<file path="config.mk">
export PLATFORM = sky130hd
export DESIGN_NAME = dmux8way16_stream
export DESIGN_NICKNAME = d
export VERILOG_FILES = /design/src/rtl/dmux8way16_stream_pkg.sv /design/src/rtl/dmux8way16_stream_slot.sv /design/src/rtl/dmux8way16_stream.sv
export SDC_FILE = /design/constraint.sdc
export NUM_CORES = 1
export LEC_CHECK = 0
export ABC_AREA = 1
export CORE_AREA = 5 5 159 161
export DETAILED_ROUTE_END_ITERATION = 16
export DIE_AREA = 0 0 164 166
export PLACE_DENSITY_LB_ADDON = 0.25
export SLEW_MARGIN = 10
export SYNTH_ARGS = -nofsm -noshare
export SYNTH_HDL_FRONTEND = slang
export SYNTH_HIERARCHICAL = 1
export SYNTH_SLANG_ARGS = --single-unit
</file>
<file path="constraint.sdc">
create_clock -name clk -period 2 [get_ports clk]
set_input_delay 0.4 -clock clk [delete_from_list [all_inputs] [get_ports clk]]
set_output_delay 0.4 -clock clk [all_outputs]
set_load 0.01 [all_outputs]
</file>
<file path="src/rtl/dmux8way16_stream_pkg.sv">
// Shared constants and helpers for the 8-way word demultiplexer.
// Imported by dmux_slot and dmux8way16_stream.
package dmux_pkg;

    localparam int NCH   = 8;
    localparam int SEL_W = 3;

    typedef logic [SEL_W-1:0] sel_t;

    // Bit offset of channel k inside the flattened out_data bus
    function automatic int ch_slice(input int k, input int width = 16);
        return k * width;
    endfunction

endpackage

</file>
<file path="src/rtl/dmux8way16_stream_slot.sv">
// One-entry holding register for a single demux output channel.
// A load in the same cycle as a drain replaces the word and keeps the slot full.
//
// state   | meaning
// --------+------------------------------------------
// S_EMPTY | no word held, out valid low
// S_FULL  | word held on data_out, waiting for drain
module dmux_slot
    import dmux_pkg::*;
#(
    parameter int WIDTH = 16
) (
    input  logic             clk,
    input  logic             rst_n,
    input  logic             load,
    input  logic             drain,
    input  logic [WIDTH-1:0] data_in,
    output logic             valid,
    output logic [WIDTH-1:0] data_out
);

    localparam logic [0:0] S_EMPTY = 1'b0;
    localparam logic [0:0] S_FULL  = 1'b1;

    logic [0:0]       state_q;
    logic [WIDTH-1:0] data_q;

    always_ff @(posedge clk or negedge rst_n) begin
        if (!rst_n) begin
            state_q <= S_EMPTY;
            data_q  <= '0;
        end else if (load) begin
            state_q <= S_FULL;
            data_q  <= data_in;
        end else if (drain) begin
            state_q <= S_EMPTY;
        end
    end

    assign valid    = (state_q == S_FULL);
    assign data_out = data_q;

endmodule

</file>
<file path="src/rtl/dmux8way16_stream.sv">
// Registered 1-to-8 stream demultiplexer with a one-entry buffer per channel.
// Define DMUX8_RR_EN to ignore in_sel and distribute words in strict round robin.
module dmux8way16_stream
    import dmux_pkg::*;
#(
    parameter int WIDTH = 16
) (
    input  logic                 clk,
    input  logic                 rst_n,
    input  logic                 in_valid,
    output logic                 in_ready,
    input  logic [WIDTH-1:0]     in_data,
    input  logic [SEL_W-1:0]     in_sel,
    output logic [NCH-1:0]       out_valid,
    input  logic [NCH-1:0]       out_ready,
    output logic [NCH*WIDTH-1:0] out_data
);

    sel_t           dest;
    logic           accept;
    logic [NCH-1:0] slot_valid;

`ifdef DMUX8_RR_EN
    sel_t rr_ptr;

    // Pointer waits on a full, stalled channel rather than skipping it
    always_ff @(posedge clk or negedge rst_n) begin
        if (!rst_n) begin
            rr_ptr <= '0;
        end else if (accept) begin
            rr_ptr <= rr_ptr + 1'b1;
        end
    end

    assign dest = rr_ptr;
`else
    assign dest = in_sel;
`endif

    assign in_ready = !slot_valid[dest] || out_ready[dest];
    assign accept   = in_valid && in_ready;

    for (genvar k = 0; k < NCH; k++) begin : g_slot
        dmux_slot #(
            .WIDTH (WIDTH)
        ) u_slot (
            .clk      (clk),
            .rst_n    (rst_n),
            .load     (accept && (dest == sel_t'(k))),
            .drain    (slot_valid[k] && out_ready[k]),
            .data_in  (in_data),
            .valid    (slot_valid[k]),
            .data_out (out_data[ch_slice(k, WIDTH) +: WIDTH])
        );
    end

    assign out_valid = slot_valid;

endmodule

</file>
==> metrics.md <==
| Metric | Value |
|---|---|
| RSZ-0062 raised after global routing | `false` |
| Library cells used by synthesis | `16` |
| Hold WC Path Type | `input pin to register` |
| Pleak | `4.26 nW` |
| Synth top cells by count | `411 x nand2_1, 136 x dfrtp_1, 27 x nand2_2, 20 x inv_1, 12 x nor2_2` |
| Synth Cell Area | `5810 sq um` |
| R2R cell count | `12` |
| Hold WS | `417 ps` |
| Via count | `4601` |
| WL/cell | `16.0 um` |
| Detailed Place HPWL | `13.3 mm` |
| Final hold vios | `0` |
| Top_reg_cell synth | `dfrtp_1` |
| Nets | `873` |
| HP Start | `out_ready[5]` |
| Initial antenna violation count | `0` |
| CP Launch Type | `input pin` |
| Layout area overhead | `46.4%` |
| Syn Inst Count | `653` |
| Row Count | `57` |
| Hold-critical path depth | `6` |
| Area share of the largest cell type after synthesis | `58.6%` |
| Tcrit/Tclk final | `97.0%` |
| Crit path max-delay cell type | `clkdlybuf4s50_1` |
| Clk sinks | `136` |
| Sequential area share after synthesis | `58.6%` |
| Vias in the first global route | `4861` |
| WP data arrival | `1540 ps` |
| Die area | `27200 sq um` |
| VDD IR max | `0.000462 V` |
| Min Tclk post-route | `1940 ps` |
| Yosys warning count | `6` |
| Syn nets | `683` |
| Die Wd | `164 um` |
| Diode count | `0` |
| DRT antenna net count | `0` |
| Number of fill cells | `2517` |
| Largest delay share family, worst path | `buffers and inverters` |
| TritonCTS Buffers | `17` |
| Fmax | `0.516 GHz` |
| Worst Path Buf+Inv | `3` |
| Largest net degree at the start of global routing | `46` |
| Crit-path max FO | `3` |
| I/O pin total | `167` |
| Slew Limit Fails | `0` |
| Initial Utilization | `24.4%` |
| Clock Latency Late Sink | `420 ps` |
| Finished Cell Area | `8500 sq um` |
| CTS tree | `yes` |
| Worst endpoint required time | `1600 ps` |
| Core box area | `23800 sq um` |
| CP Cell Sequence | `clkdlybuf4s50_1 > nand2_2 > nor2_2 > nand2_4 > nand2_1 > inv_1 > clkdlybuf4s15_2` |
| Hold path endpoint | `g_slot[5].u_slot/valid` |
| Post-place instance area | `7870 sq um` |
| Layout cell share with drive strength beyond 1 | `14.4%` |
| H-tree depth | `4` |
| Pwr/cell area | `1230 nW/um^2` |
| Root Buffer | `clkbuf_16` |
| Cell with the most instances after synthesis | `nand2_1` |
| Worst-Margin Slew | `597 ps` |
| Worst reg2reg path startpoint | `g_slot[1].u_slot/valid` |
| First-pass GRT wire length | `29.8 mm` |
| Placed cells | `1145` |
| Worst Skew | `10.6 ps` |
| Fraction of synthesis flops using an asynchronous set or reset pin | `100%` |
| Crit Reg-Reg Endpoint | `g_slot[7].u_slot/data_out[9]` |
| DR vias/cell | `3.90` |
| Drt drc | `0` |
| Final setup violation count | `0` |
| Slew margin rel. | `60.1%` |
| Fin Setup TNS | `0 ps` |
| Reg2Reg Setup Slack | `280 ps` |
| Outcome | `finished clean` |
| Power, Total | `10.5 mW` |
| Max-cap violations | `0` |
| Max Root-Sink Buffers | `2` |
| CP endpoint kind | `output port` |
| GRT Residual Overflow | `0` |
| Pre-antenna DRT Iters | `4` |
| IO buf count | `166` |
| Final wirelength | `18.9 mm` |
| Die Ht | `166 um` |
| WS Path Type | `input pin to output port` |
| FF+latch count, synth | `136` |
| Final Wtd Congestion | `0.783` |
| Synth top area cells | `dfrtp_1 59%, nand2_1 27%, nand2_2 2.9%` |
| EDFF count, synth | `0` |
| Fin cells | `1179` |
| Worst path max stage delay | `560 ps` |
| Gr usage total | `14.4%` |
| Yosys top cell by area | `dfrtp_1` |
| Clock transition at path regs | `60 ps` |
| Mean Syn Cell Area | `8.89 sq um` |
| Starting DRT DRC Count | `234` |
-- logic make-up (layout without fill, tap and decap cells) --
group / after synthesis / count (layout) / synth area share, %
AOI/OAI and AO/OA: 1 / 1 / 0.0861
buffers and inverters: 56 / 258 / 8.75
DFF: 136 / 136 / 58.6
and+or+nand+nor: 460 / 460 / 32.5
-- stage by stage --
step	util, %	setup WS [ps]
after floorplan	-	356
after global placement	33.0	-483
after detailed placement	33.0	-498
after CTS	35.6	10.6
after global routing	35.7	2.38
final	35.7	60.2
-- layer usage --
metal / vias to the layer above / track usage, % / wire (um)
met5: - / 0 / 0
met4: 0 / 3.61 / 150
met3: 9 / 3.50 / 710
met2: 84 / 24.8 / 9440
met1: 2177 / 18.3 / 8580
li1: 2331 / - / -
-- worst max path at each step --
stage / start / to / slack (ps) / cells after the start
global placement: in_sel[1] / in_ready / -480 / 9
CTS: out_ready[1] / in_ready / 10 / 8
finish: in_sel[2] / in_ready / 60 / 7
global route: g_slot[4].u_slot/valid / in_ready / 2 / 8
detailed placement: in_sel[1] / in_ready / -500 / 9
floorplan: in_sel[0] / g_slot[0].u_slot/data_out[10] / 360 / 13
-- cells in the final DEF (no fill, tap or decap), types with 3 or more instances in the layout --
master             n
nand2_1          410
clkdlybuf4s50_1  159
dfrtp_1          135
nand2_2           28
inv_1             20
clkbuf_16         17
buf_4             17
nor2_2            12
buf_12            10
inv_8              8
clkbuf_8           4
nand3_2            3
nand3_1            3
clkinvlp_4         3
dlygate4sd2_1      3
-- worst reg2reg max path: cells and delay by family, from the launching register on --
| kind | cells | cell delay [ps] |
|---|---|---|
| and+or+nand+nor | 9 | 810 |
| buffers and inverters | 3 | 390 |
| DFF | 1 | 430 |
-- repair_timing --
action                     CTS  global route
hold buffers                 1             0
resized for setup            9             6
setup endpoints to repair    2             1
cloned                       1             0
setup buffers                0             1
pin swaps                    0             1
hold endpoints to repair    30             0
-- power by group --
group | total, mW | switching [mW] | internal, mW | leakage, nW
clock | 3.21 | 1.24 | 1.96 | 0.288
combinational | 3.23 | 1.45 | 1.79 | 2.26
sequential | 4.03 | 0.504 | 3.52 | 1.71
total | 10.5 | 3.19 | 7.27 | 4.26
-- registers in the layout, summed over array words and instances, names as in the netlist --
signal,flops
g_slot.u_slot/data_out,128
g_slot.u_slot/valid,8
-- layout make-up --
cell class                      instances  area [sq um]  share of cell area (%)
Clock buffer                           21           480                    5.65
Clock inverter                         10           119                    1.40
Inverter                               31           179                    2.10
Multi-Input combinational cell        461          1900                    22.4
Sequential cell                       136          3400                    40.1
Tap cell                              324           405                    4.77
Timing Repair Buffer                  196          2010                    23.7
(Power assumes the default switching activity.)
